===== config.mk =====
export PLATFORM = sky130hd
export DESIGN_NAME = reorder_buffer
export DESIGN_NICKNAME = d
export VERILOG_FILES = /design/src/rtl/reorder_buffer.sv
export SDC_FILE = /design/constraint.sdc
export NUM_CORES = 1
export LEC_CHECK = 0
export CAP_MARGIN = 20
export CORE_MARGIN = 3
export CORE_UTILIZATION = 35
export CTS_CLUSTER_DIAMETER = 200
export CTS_CLUSTER_SIZE = 28
export DETAILED_ROUTE_END_ITERATION = 6
export GPL_ROUTABILITY_DRIVEN = 1
export GPL_TIMING_DRIVEN = 0
export PLACE_DENSITY_LB_ADDON = 0.3
export SLEW_MARGIN = 25
export SYNTH_ARGS = -nofsm -noshare
export SYNTH_HDL_FRONTEND = slang
export SYNTH_SLANG_ARGS = --single-unit

===== constraint.sdc =====
create_clock -name clk -period 4.7 [get_ports clk]
set_input_delay 0.94 -clock clk [delete_from_list [all_inputs] [get_ports clk]]
set_output_delay 0.94 -clock clk [all_outputs]
set_load 0.02 [all_outputs]

===== src/rtl/reorder_buffer.sv =====
// In-order-commit reorder buffer. Dispatch allocates one entry per cycle at the
// tail, ALU writeback ports mark entries done, and up to RETIRE_WIDTH done
// entries leave from the head each cycle. The retire outputs are registered and
// feed the architectural map and the free pool.
module reorder_buffer #(
   parameter int DEPTH        = 16,
   parameter int IDX_WIDTH    = 4,
   parameter int PREG_WIDTH   = 6,
   parameter int AREG_WIDTH   = 5,
   parameter int NUM_WB       = 2,
   parameter int RETIRE_WIDTH = 2
) (
   input  logic                               clk,
   input  logic                               rst,
   input  logic                               flush,
   input  logic                               alloc_valid,
   input  logic                               alloc_reg_write,
   input  logic [AREG_WIDTH-1:0]              alloc_areg,
   input  logic [PREG_WIDTH-1:0]              alloc_preg,
   input  logic [PREG_WIDTH-1:0]              alloc_old_preg,
   output logic                               alloc_ready,
   output logic [IDX_WIDTH-1:0]               alloc_idx,
   input  logic [NUM_WB-1:0]                  wb_valid,
   input  logic [NUM_WB*IDX_WIDTH-1:0]        wb_idx,
   output logic [RETIRE_WIDTH-1:0]            retire_valid,
   output logic [RETIRE_WIDTH*AREG_WIDTH-1:0] retire_areg,
   output logic [RETIRE_WIDTH*PREG_WIDTH-1:0] retire_preg,
   output logic [RETIRE_WIDTH-1:0]            retire_free_valid,
   output logic [RETIRE_WIDTH*PREG_WIDTH-1:0] retire_free_preg,
   output logic [IDX_WIDTH:0]                 count,
   output logic                               empty,
   output logic                               full
);

   localparam int CW = IDX_WIDTH + 1;

   // Pointers carry a wrap bit above the index so full and empty are distinct.
   logic [CW-1:0]         head, tail;
   logic [DEPTH-1:0]      valid_q, done_q, reg_write_q;
   logic [AREG_WIDTH-1:0] areg_q     [DEPTH];
   logic [PREG_WIDTH-1:0] preg_q     [DEPTH];
   logic [PREG_WIDTH-1:0] old_preg_q [DEPTH];

   logic                  alloc_fire;
   logic [RETIRE_WIDTH-1:0] ret_mask;
   logic [IDX_WIDTH-1:0]  ret_idx [RETIRE_WIDTH];
   logic [CW-1:0]         ret_n;
   logic                  ret_stop;

   assign count       = tail - head;
   assign empty       = (head == tail);
   assign full        = (head[IDX_WIDTH-1:0] == tail[IDX_WIDTH-1:0]) &&
                        (head[IDX_WIDTH] != tail[IDX_WIDTH]);
   assign alloc_ready = !full;
   assign alloc_idx   = tail[IDX_WIDTH-1:0];
   assign alloc_fire  = alloc_valid && !full;

   // Find the run of valid+done entries from head; the first gap stops retirement.
   always_comb begin
      ret_mask = '0;
      ret_n    = '0;
      ret_stop = 1'b0;
      for (int k = 0; k < RETIRE_WIDTH; k++) begin
         ret_idx[k] = head[IDX_WIDTH-1:0] + IDX_WIDTH'(k);
         if (!ret_stop && valid_q[ret_idx[k]] && done_q[ret_idx[k]] && (CW'(k) < count)) begin
            ret_mask[k] = 1'b1;
            ret_n       = ret_n + 1'b1;
         end else begin
            ret_stop = 1'b1;
         end
      end
   end

   // Pointers, status bits and registered retire outputs; flush wins over everything.
   always_ff @(posedge clk or posedge rst) begin
      if (rst) begin
         head              <= '0;
         tail              <= '0;
         valid_q           <= '0;
         done_q            <= '0;
         retire_valid      <= '0;
         retire_areg       <= '0;
         retire_preg       <= '0;
         retire_free_valid <= '0;
         retire_free_preg  <= '0;
      end else if (flush) begin
         head              <= '0;
         tail              <= '0;
         valid_q           <= '0;
         done_q            <= '0;
         retire_valid      <= '0;
         retire_areg       <= '0;
         retire_preg       <= '0;
         retire_free_valid <= '0;
         retire_free_preg  <= '0;
      end else begin
         // Writebacks to empty slots are dropped; the allocating slot is never valid pre-edge.
         for (int k = 0; k < NUM_WB; k++) begin
            if (wb_valid[k] && valid_q[wb_idx[k*IDX_WIDTH +: IDX_WIDTH]])
               done_q[wb_idx[k*IDX_WIDTH +: IDX_WIDTH]] <= 1'b1;
         end
         for (int k = 0; k < RETIRE_WIDTH; k++) begin
            if (ret_mask[k]) begin
               valid_q[ret_idx[k]] <= 1'b0;
               done_q[ret_idx[k]]  <= 1'b0;
            end
            retire_valid[k]      <= ret_mask[k];
            retire_free_valid[k] <= ret_mask[k] && reg_write_q[ret_idx[k]];
            retire_areg[k*AREG_WIDTH +: AREG_WIDTH] <=
               ret_mask[k] ? areg_q[ret_idx[k]] : '0;
            retire_preg[k*PREG_WIDTH +: PREG_WIDTH] <=
               ret_mask[k] ? preg_q[ret_idx[k]] : '0;
            retire_free_preg[k*PREG_WIDTH +: PREG_WIDTH] <=
               ret_mask[k] ? old_preg_q[ret_idx[k]] : '0;
         end
         if (alloc_fire) begin
            valid_q[tail[IDX_WIDTH-1:0]] <= 1'b1;
            done_q[tail[IDX_WIDTH-1:0]]  <= 1'b0;
         end
         head <= head + ret_n;
         tail <= tail + CW'(alloc_fire);
      end
   end

   // Entry payload needs no reset; it is only read while the valid bit is set.
   always_ff @(posedge clk) begin
      if (alloc_fire && !flush) begin
         reg_write_q[tail[IDX_WIDTH-1:0]] <= alloc_reg_write;
         areg_q[tail[IDX_WIDTH-1:0]]      <= alloc_areg;
         preg_q[tail[IDX_WIDTH-1:0]]      <= alloc_preg;
         old_preg_q[tail[IDX_WIDTH-1:0]]  <= alloc_old_preg;
      end
   end

endmodule


==> run_results.csv <==
group,metric,value,unit
clock_tree,clockBufferDepth,3,
critical_path,cpPeakStageDelay,0.46,ns
timing,relSlewSlack,30.8,%
synthesis,ys_types,61,
route,initialDrtViolationCount,1237,
clock_tree,clk_pin_slew,0.12,ns
synthesis,async_flop_share,21.7,%
placed_design,dp_hpwl,38.0,mm
critical_path,critPathMaxFanout,19,
final_layout,nFillCells,4488,
timing,rsz0062_at_grt,"no",
timing,max_freq,223,MHz
pwr,netSwitchingFraction,22.0,%
synthesis,synth_seq_area_share,60.3,%
critical_path,startpoint_type,"register",
final_layout,syn2layout_area_growth,15.2,%
synthesis,ys_seq_elements,368,
route,drt-total-wl,54.1,mm
outcome,status,"completed",
min_path,hp-class,"reg2reg",
synthesis,syn_nets,1132,
critical_path,cp_cell_sequence,"buf_6 > clkbuf_8 > inv_1 > fa_1 > xor2_1 > nor2_1 > o221ai_1 > or2_2 > and2_4 > buf_6 > ha_1 > ha_1 > inv_1 > fa_1 > nor3_2 > xnor2_1 > nor2_1",
clock_tree,clock-sinks,368,
timing,slew_violations,0,
die,coreArea,49400,µm²
pwr,clkPwrFrac,31.5,%
timing,min_period_over_period,95.3,%
synthesis,synth_edf_count,288,
final_layout,fin_area,20400,µm²
pwr,p_switching,1230,µW
die,dieWidth,231,µm
critical_path,critical_path_class,"reg2reg",
critical_path,worst-path-buf-inv,5,
die,die_h,231,µm
clock_tree,hold_buffers,0,
die,die_area,53200,µm²
timing,finalSetupTns,0,ns
clock_tree,post-cts-setup-buffers,0,
pwr,pwr-share-seq,63.7,%
synthesis,avgSynthCellArea,16.3,µm²
grt,grt_pass1_wl,78.8,mm
synthesis,synth_top_area_share,48.9,%
grt,grt_start_max_net_pins,56,
synthesis,synth_area_leader_cell,"edfxtp_1",
pwr,p_comb_share,4.8,%
critical_path,worstPathArrival,4.88,ns
synthesis,synth_area,17700,µm²
synthesis,synth_commonest_cells,"edfxtp_1, mux4_2, nand2_1",
timing,hold_viol,0,
final_layout,n_antenna_cell,0,
placed_design,port_buffers,77,
clock_tree,cts_tree,"built",
die,rows,81,
die,num_io_pins,82,
clock_tree,htreeDepth,1,
final_layout,drive_above_1_share,24.1,%
die,initial_core_util,35.8,%
pwr,vdd_drop_max,0.298,mV
run,maxCapViolCount,0,
grt,grt_pass1_vias,11252,
placed_design,dpl_cell_area,19800,µm²
pwr,p_per_area,274,nW/µm²
critical_path,crit_family,"adder cells",
critical_path,endpoint_kind,"register",
clock_tree,root_buffer,"clkbuf_16",
final_layout,fin_nets,1239,
route,antenna_left,0,
placed_design,place.gp.congestion,0.879,
route,drt-wirelength-per-cell,29.0,µm
clock_tree,worst_skew_pair.late_latency,0.53,ns
timing,tightest_slew,1.04,ns
synthesis,synth.most_common_cell,"edfxtp_1",
critical_path,cp.required,5.11,ns
pwr,cell_internal_pwr,4340,µW
timing,period_minus_slack,4.48,ns
final_layout,final_core_util,41.2,%
grt,overflow,0,
route,drc,0,
clock_tree,numCtsBuffers,17,
grt,grt_use_total,20.3,%
route,viasPerCell,5.93,
synthesis,synthTopCellsByArea,"edfxtp_1, mux4_2, dfrtp_1",
route,drt_pass1_iterations,7,
pwr,p_leak,0.00679,µW
synthesis,synth_cells,1085,
synthesis,ys_warn_count,0,
critical_path,slowest_stage,"dfrtp_1",
grt,antenna_found_initial,1,
timing,clock_skew,0.0322,ns
route,vias,11079,
synthesis,synthFlopType,"edfxtp_1",
timing,finalSetupViolCount,0,
## metal layers
metal	part of all wire, %	routed length [µm]	vias up	global-route usage [%]
met5	0.024	13	-	0
met4	2.6	1400	2	4.94
met3	8.2	4450	85	3.92
met2	48	26100	557	33.2
met1	41	22200	5859	28.2
li1	-	-	4576	-
## flip-flops by register name, indices dropped and copies added (netlist names)
signal / count
old_preg_q: 96
preg_q: 96
areg_q: 80
done_q: 16
reg_write_q: 16
valid_q: 16
retire_free_preg: 12
retire_preg: 12
retire_areg: 10
head: 5
tail: 5
retire_free_valid: 2
retire_valid: 2
## cell usage in the layout (no fill, tap or decap), drive strengths merged, types with 9 or more instances in the layout
master | Yosys | routed
a21oi | 11 | 11
a31o | 9 | 9
a31oi | 16 | 16
and3 | 47 | 47
buf | 44 | 54
clkbuf | 38 | 65
clkdlybuf4s50 | 0 | 77
dfrtp | 80 | 80
edfxtp | 288 | 288
ha | 13 | 13
inv | 24 | 25
mux4 | 176 | 176
nand2 | 97 | 97
nand3 | 61 | 61
nand4 | 9 | 9
nor2 | 47 | 47
nor3 | 11 | 11
o21ai | 15 | 15
## repair_timing
item / CTS / global route
pin swaps: 0 / 1
gates resized for setup: 24 / 6
setup endpoints to repair: 311 / 6
## layout make-up
type                    instances  area [µm²]  share of cell area [%]
plain buffers                  77         435                    2.14
clock buffers                  28         467                    2.29
clock inverters                 2        38.8                   0.191
inverters                      25         100                   0.492
multi-input cells             610        6660                    32.7
flip-flops and latches        368       10700                    52.3
well taps                     664         831                    4.08
repair buffers                 93        1170                    5.75
## kinds of logic after synthesis
group / count (synthesis) / synth area share (%)
XOR/XNOR: 13 / 0.644
multiplexers: 180 / 22.7
buffers and inverters: 107 / 2.75
flip-flops: 368 / 60.3
adder cells (fa/ha/maj): 15 / 1.15
AND/OR/NAND/NOR: 315 / 8.85
AO/OA/AOI/OAI: 87 / 3.59
## stage by stage
stage	hold slack [ns]	power [µW]	instances	setup slack (ns)
floorplan	0.506	3740	1085	0.0552
global placement	0.582	3870	1826	-1.51
detailed placement	0.588	3890	1842	-1.51
CTS	0.614	5620	1868	0.00640
global route	0.647	5770	1867	0.00240
finish	0.607	5570	1867	0.222
## path summary, 6_finish.rpt
| path | start | slack, ns | depth (start not counted) | to |
|---|---|---|---|---|
| worst max-delay path | head[1] | 0.22 | 17 | head[4] |
| worst min-delay path | valid_q[5] | 0.61 | 1 | valid_q[5] |
| worst max register to register | head[1] | 0.22 | 17 | head[4] |
| worst min register to register | valid_q[5] | 0.61 | 1 | valid_q[5] |
| max in group asynchronous | rst | 3.37 | 3 | head[0] |
| min in group asynchronous | rst | 0.73 | 2 | retire_preg[2] |
## power by group through the flow
| stage | logic, µW | registers, µW | clock network (µW) |
|---|---|---|---|
| 2_1_floorplan | 125 | 3620 | 0 |
| 3_3_place_gp | 243 | 3620 | 0 |
| 3_5_place_dp | 266 | 3620 | 0 |
| 4_1_cts | 267 | 3550 | 1800 |
| 5_1_grt | 287 | 3550 | 1930 |
| 6_report | 266 | 3550 | 1750 |
Power figures use the tool's default switching activity.
